File: config.mk
export PLATFORM = sky130hd
export DESIGN_NAME = select_encode_regfile
export DESIGN_NICKNAME = d
export VERILOG_FILES = /design/src/rtl/select_encode_regfile.sv
export SDC_FILE = /design/constraint.sdc
export NUM_CORES = 1
export LEC_CHECK = 0
export CORE_AREA = 2 2 247 249
export DETAILED_ROUTE_END_ITERATION = 8
export DIE_AREA = 0 0 249 251
export PLACE_DENSITY = 0.7
export SYNTH_ARGS = -nofsm -noshare
export SYNTH_HDL_FRONTEND = slang
export SYNTH_SLANG_ARGS = --single-unit
export TNS_END_PERCENT = 30
File: constraint.sdc
create_clock -name clk -period 3.4 [get_ports clk]
set_input_delay 0.34 -clock clk [delete_from_list [all_inputs] [get_ports clk]]
set_output_delay 0.34 -clock clk [all_outputs]
set_load 0.02 [all_outputs]
File: src/rtl/select_encode_regfile.sv
// Register-file end of the datapath bus: instruction register, R0-R15, the
// IR-field select/decode that steers writes and read strobes, and constant C.
module select_encode_regfile (
  input  logic        clk,
  input  logic        clr_n,
  input  logic [31:0] busMuxOut,
  input  logic        IRin,
  input  logic        Gra,
  input  logic        Grb,
  input  logic        Grc,
  input  logic        Rin,
  input  logic        Rout,
  input  logic        BAout,
  output logic [31:0] irQ,
  output logic [31:0] r0Q,
  output logic [31:0] r1Q,
  output logic [31:0] r2Q,
  output logic [31:0] r3Q,
  output logic [31:0] r4Q,
  output logic [31:0] r5Q,
  output logic [31:0] r6Q,
  output logic [31:0] r7Q,
  output logic [31:0] r8Q,
  output logic [31:0] r9Q,
  output logic [31:0] r10Q,
  output logic [31:0] r11Q,
  output logic [31:0] r12Q,
  output logic [31:0] r13Q,
  output logic [31:0] r14Q,
  output logic [31:0] r15Q,
  output logic [15:0] rOut,
  output logic [31:0] C_sign_extended,
  output logic        selErr
);

  logic [31:0] ir_q, ir_d;
  logic [31:0] regs_q [16];
  logic [31:0] regs_d [16];
  logic        selErr_q, selErr_d;
  logic [3:0]  sel;
  logic        selActive;
  logic        multiSel;
  logic [15:0] decode;

  // Field select always comes from the registered IR, so a same-cycle IR load
  // only affects selection from the following cycle.
  always_comb begin
    sel = ir_q[18:15];
    if (Gra) begin
      sel = ir_q[26:23];
    end else if (Grb) begin
      sel = ir_q[22:19];
    end else begin
      sel = ir_q[18:15];
    end
  end

  assign selActive = Gra | Grb | Grc;
  assign multiSel  = (Gra & Grb) | (Gra & Grc) | (Grb & Grc);

  always_comb begin
    decode = '0;
    if (selActive) begin
      decode[sel] = 1'b1;
    end
  end

  always_comb begin
    for (int n = 0; n < 16; n++) begin
      regs_d[n] = regs_q[n];
    end
    if (Rin && selActive) begin
      regs_d[sel] = busMuxOut;
    end
  end

  always_comb begin
    ir_d = ir_q;
    if (IRin) begin
      ir_d = busMuxOut;
    end
  end

  // Ambiguous selects are only an error when a strobe would actually use them.
  always_comb begin
    selErr_d = selErr_q;
    if (multiSel && (Rin || Rout || BAout)) begin
      selErr_d = 1'b1;
    end
  end

  always_ff @(posedge clk or negedge clr_n) begin
    if (!clr_n) begin
      ir_q     <= '0;
      selErr_q <= 1'b0;
      for (int n = 0; n < 16; n++) begin
        regs_q[n] <= '0;
      end
    end else begin
      ir_q     <= ir_d;
      selErr_q <= selErr_d;
      for (int n = 0; n < 16; n++) begin
        regs_q[n] <= regs_d[n];
      end
    end
  end

  assign rOut            = decode & {16{Rout | BAout}};
  assign irQ             = ir_q;
  assign selErr          = selErr_q;
  assign C_sign_extended = {{13{ir_q[18]}}, ir_q[18:0]};

  // BAout gives base-address semantics: R0 reads as zero on the bus.
  assign r0Q  = BAout ? 32'd0 : regs_q[0];
  assign r1Q  = regs_q[1];
  assign r2Q  = regs_q[2];
  assign r3Q  = regs_q[3];
  assign r4Q  = regs_q[4];
  assign r5Q  = regs_q[5];
  assign r6Q  = regs_q[6];
  assign r7Q  = regs_q[7];
  assign r8Q  = regs_q[8];
  assign r9Q  = regs_q[9];
  assign r10Q = regs_q[10];
  assign r11Q = regs_q[11];
  assign r12Q = regs_q[12];
  assign r13Q = regs_q[13];
  assign r14Q = regs_q[14];
  assign r15Q = regs_q[15];

endmodule

==> results.md <==
* Crit path launch type: primary input
* Final core utilization at 51.12%
* Resize count post-CTS at 0
* Register bit total from synthesis at 545
* Sw Ratio at about 35%
* CTS root buffer: clkbuf_16
* Post-synth EDFFs at 0
* Compound-Gate Fraction of Synth Area at less than 1%
* Final GP Congestion at a little over 0.8
* Synth cell count leaders: dfrtp_1 (545), buf_4 (537), mux2_2 (475)
* Clock latency on the worst-skew pair at ~0.60 ns
* Vias per cell at just under 5
* ANT cells at 0
* CP Max Fanout at 7
* Clock group share of total power at 20.9%
* DRT Pass-1 Iters at 5
* Count leader, synth: dfrtp_1
* Sequential share of power at between 30% and 40%
* Pwr Density at around 990 nW/µm²
* Clk pin slew, worst setup/hold paths at 0.06 ns
* Post-route setup TNS at 0 ns
* Initial core utilization at a little over two fifths
* Final HPWL DP at roughly 48000 µm
* Final worst slack at about 0.24 ns
* Horiz. Die Dim at roughly 250 µm
* DRT antenna net count at 0
* Mean post-synth cell area at 13.96 µm²
* Leakage at 13.01 nW
* Synth warnings at 0
* Main combinational cell family by area after synthesis: multiplexers
* Worst slew pin tran at around 1.1 ns
* Cell area after layout at a little over 30000 µm²
* Cell taking the most area after synthesis: dfrtp_1
* Worst EP arrival at 2.82 ns
* MaxCap Viol Count at 0
* DP Area at about 29000 µm²
* Status: finished clean
* Fmax at 0.3167 GHz
* Synth cell types at 31
* RSZ-0062 raised after global routing: false
* Vias at approximately 14000
* Type of the most critical hold path: primary input to async pin
* GRT overflow at 0
* Crit-path slowest cell: clkdlybuf4s50_1
* CP most frequent cell: clkdlybuf4s50_1
* Gate power share at a little over two fifths
* Seq/Total Area, Yosys at between 50% and 60%
* Global-route wire length before repair at about 100000 µm
* Asr flop ratio synth at between 90% and 100%
* Max_slew headroom at approximately a quarter
* Switch Pwr at 10.53 mW
* Post-Synth XOR/XNOR Area at 0%
* Yosys top cell area share at a little over half
* Worst Skew at 0.02426 ns
* Layout area overhead at 21.99%
* Crit path cell chain: clkdlybuf4s50_1 -> mux2_2 -> o21ai_0 -> nand2_1 -> nor2_1 -> clkdlybuf4s50_1
* Synthesized area at 25060 µm²
* Fin crit period at around 3.2 ns
* Internal at ~20 mW
* Worst Path Required at ~3.1 ns
* Reg2reg start: irQ[18]
* Core Footprint at 59790 µm²
* TritonCTS sink count at ~550
* Syn_nets at 1836
* Num CTS Buffers at between 50 and 60
* Initial antenna violation count at 1
* Final #Nets at between 1500 and 2000
* H-Tree Depth at 2
* Cells after Synth at roughly 1800
* CP Launch Point: Grb
* Final wirelength at ~68000 µm
* Placement Setup Slack at ~0.24 ns
* Die area at 62500 µm²
* Share of cells above drive strength 1 at between 30% and 40%
* Detailed Route Iter0 Violations at 540
* Delay of the slowest critical-path stage at about 0.68 ns
* Dominant synthesized flop cell: dfrtp_1
* CTS tree: done
* Max clock buf depth at 3
* DRC Markers at 0
* Number of port buffers at 633
* CP Capture Type: output pin
* Rows at 90
* Post-synthesis simple-gate area fraction at around 2.3%
* Hold Violations, Final at 0
* Top cells by area, synth: dfrtp_1 (54%), mux2_2 (21%), buf_4 (16%), mux2_4 (2.4%), mux2_1 (1.3%)
* Die H at roughly 250 µm
* I/O pin cnt at ~630
* Mux contribution to synthesized area at around 25%
* Pins Over Slew Limit at 0
* Routed len/inst at between 20 and 25 µm
* Final period utilization at approximately 93%
* # setup viols final at 0
* VDD IR-drop max at roughly 0.57 mV
* Vias in the first global route at between 10000 and 15000
* Pin count of the biggest net entering global routing at 92
* Crit path kind: primary input to output pin
* Total track usage at between 20 and 25%
* Post-Synth Adder-Cell Area at 0%
sequential cells by signal (all words and copies together) (netlist names):
name,count
irQ,32
r10Q,32
r11Q,32
r12Q,32
r13Q,32
r14Q,32
r15Q,32
r1Q,32
r2Q,32
r3Q,32
r4Q,32
r5Q,32
r6Q,32
r7Q,32
r8Q,32
r9Q,32
regs_q,32
selErr,1
critical path, delay by kind of cell:
family | cells | cell delay, ns
mux | 1 | 0.42
compound gates | 1 | 0.34
simple gates | 2 | 0.39
buf+inv | 2 | 1.33
worst paths after layout:
check / to / cells after the start / slack (ns)
hold reg to reg: regs_q[480] / 1 / 0.48
max in group asynchronous: r6Q[26] / 3 / 2.00
hold / removal: r11Q[17] / 2 / 0.40
setup reg to reg: r11Q[3] / 6 / 0.92
min in group clk: regs_q[480] / 1 / 0.48
setup / recovery: rOut[12] / 6 / 0.24
kinds of logic (layout without fill, tap and decap cells):
group,after synthesis,after routing
mux,548,548
flops,545,545
compound gates,15,15
buf+inv,608,790
simple gates,79,79
what timing repair did:
action,CTS,global route
setup buffers,0,0
endpoints found under the hold margin,80,0
hold buffers,1,0
final cells by class:
cell class / count / area (µm²)
Fill cell: 4950 / 29230
Sequential cell: 545 / 13640
Multi-Input combinational cell: 642 / 7086
Clock inverter: 17 / 205.2
Timing Repair Buffer: 685 / 6924
Inverter: 1 / 3.754
Tap cell: 782 / 978.4
Clock buffer: 87 / 1730
placed cells by master, fill, tap and decap left out, drive strengths merged, types with 7 or more instances in the layout:
master / n
nand2: 7
nor2: 18
nor2b: 32
clkdlybuf4s50: 630
clkbuf: 87
dfrtp: 545
nor4: 14
clkinv: 10
buf: 54
mux2: 545
layer usage:
metal | vias to the layer above | wire length (µm) | GRT usage (%)
met3 | 117 | 4549 | 5.747
met4 | 0 | 2076 | 6.874
met1 | 7187 | 27290 | 26.29
li1 | 5809 | - | -
met2 | 515 | 34160 | 37.32
met5 | - | 0 | 0
through the flow:
| stage | std cells | total power [mW] | hold slack [ns] |
|---|---|---|---|
| 3_5_place_dp | 2654 | 24.19 | 0.4573 |
| 2_1_floorplan | 1795 | 20.65 | 0.04441 |
| 4_1_cts | 2759 | 30.65 | 0.4282 |
| 6_report | 2759 | 30.40 | 0.4005 |
| 3_3_place_gp | 2654 | 23.89 | 0.4568 |
| 5_1_grt | 2759 | 31.68 | 0.4550 |
power by group through the flow:
| stage | sequential [mW] | clock, mW | combinational, mW |
|---|---|---|---|
| 2_1_floorplan | 10.4 | 0 | 10.3 |
| 3_3_place_gp | 10.7 | 0 | 13.1 |
| 3_5_place_dp | 10.9 | 0 | 13.3 |
| 4_1_cts | 10.8 | 6.49 | 13.3 |
| 5_1_grt | 11.2 | 6.79 | 13.7 |
| 6_report | 10.8 | 6.36 | 13.2 |
Power figures use the tool's default switching activity.
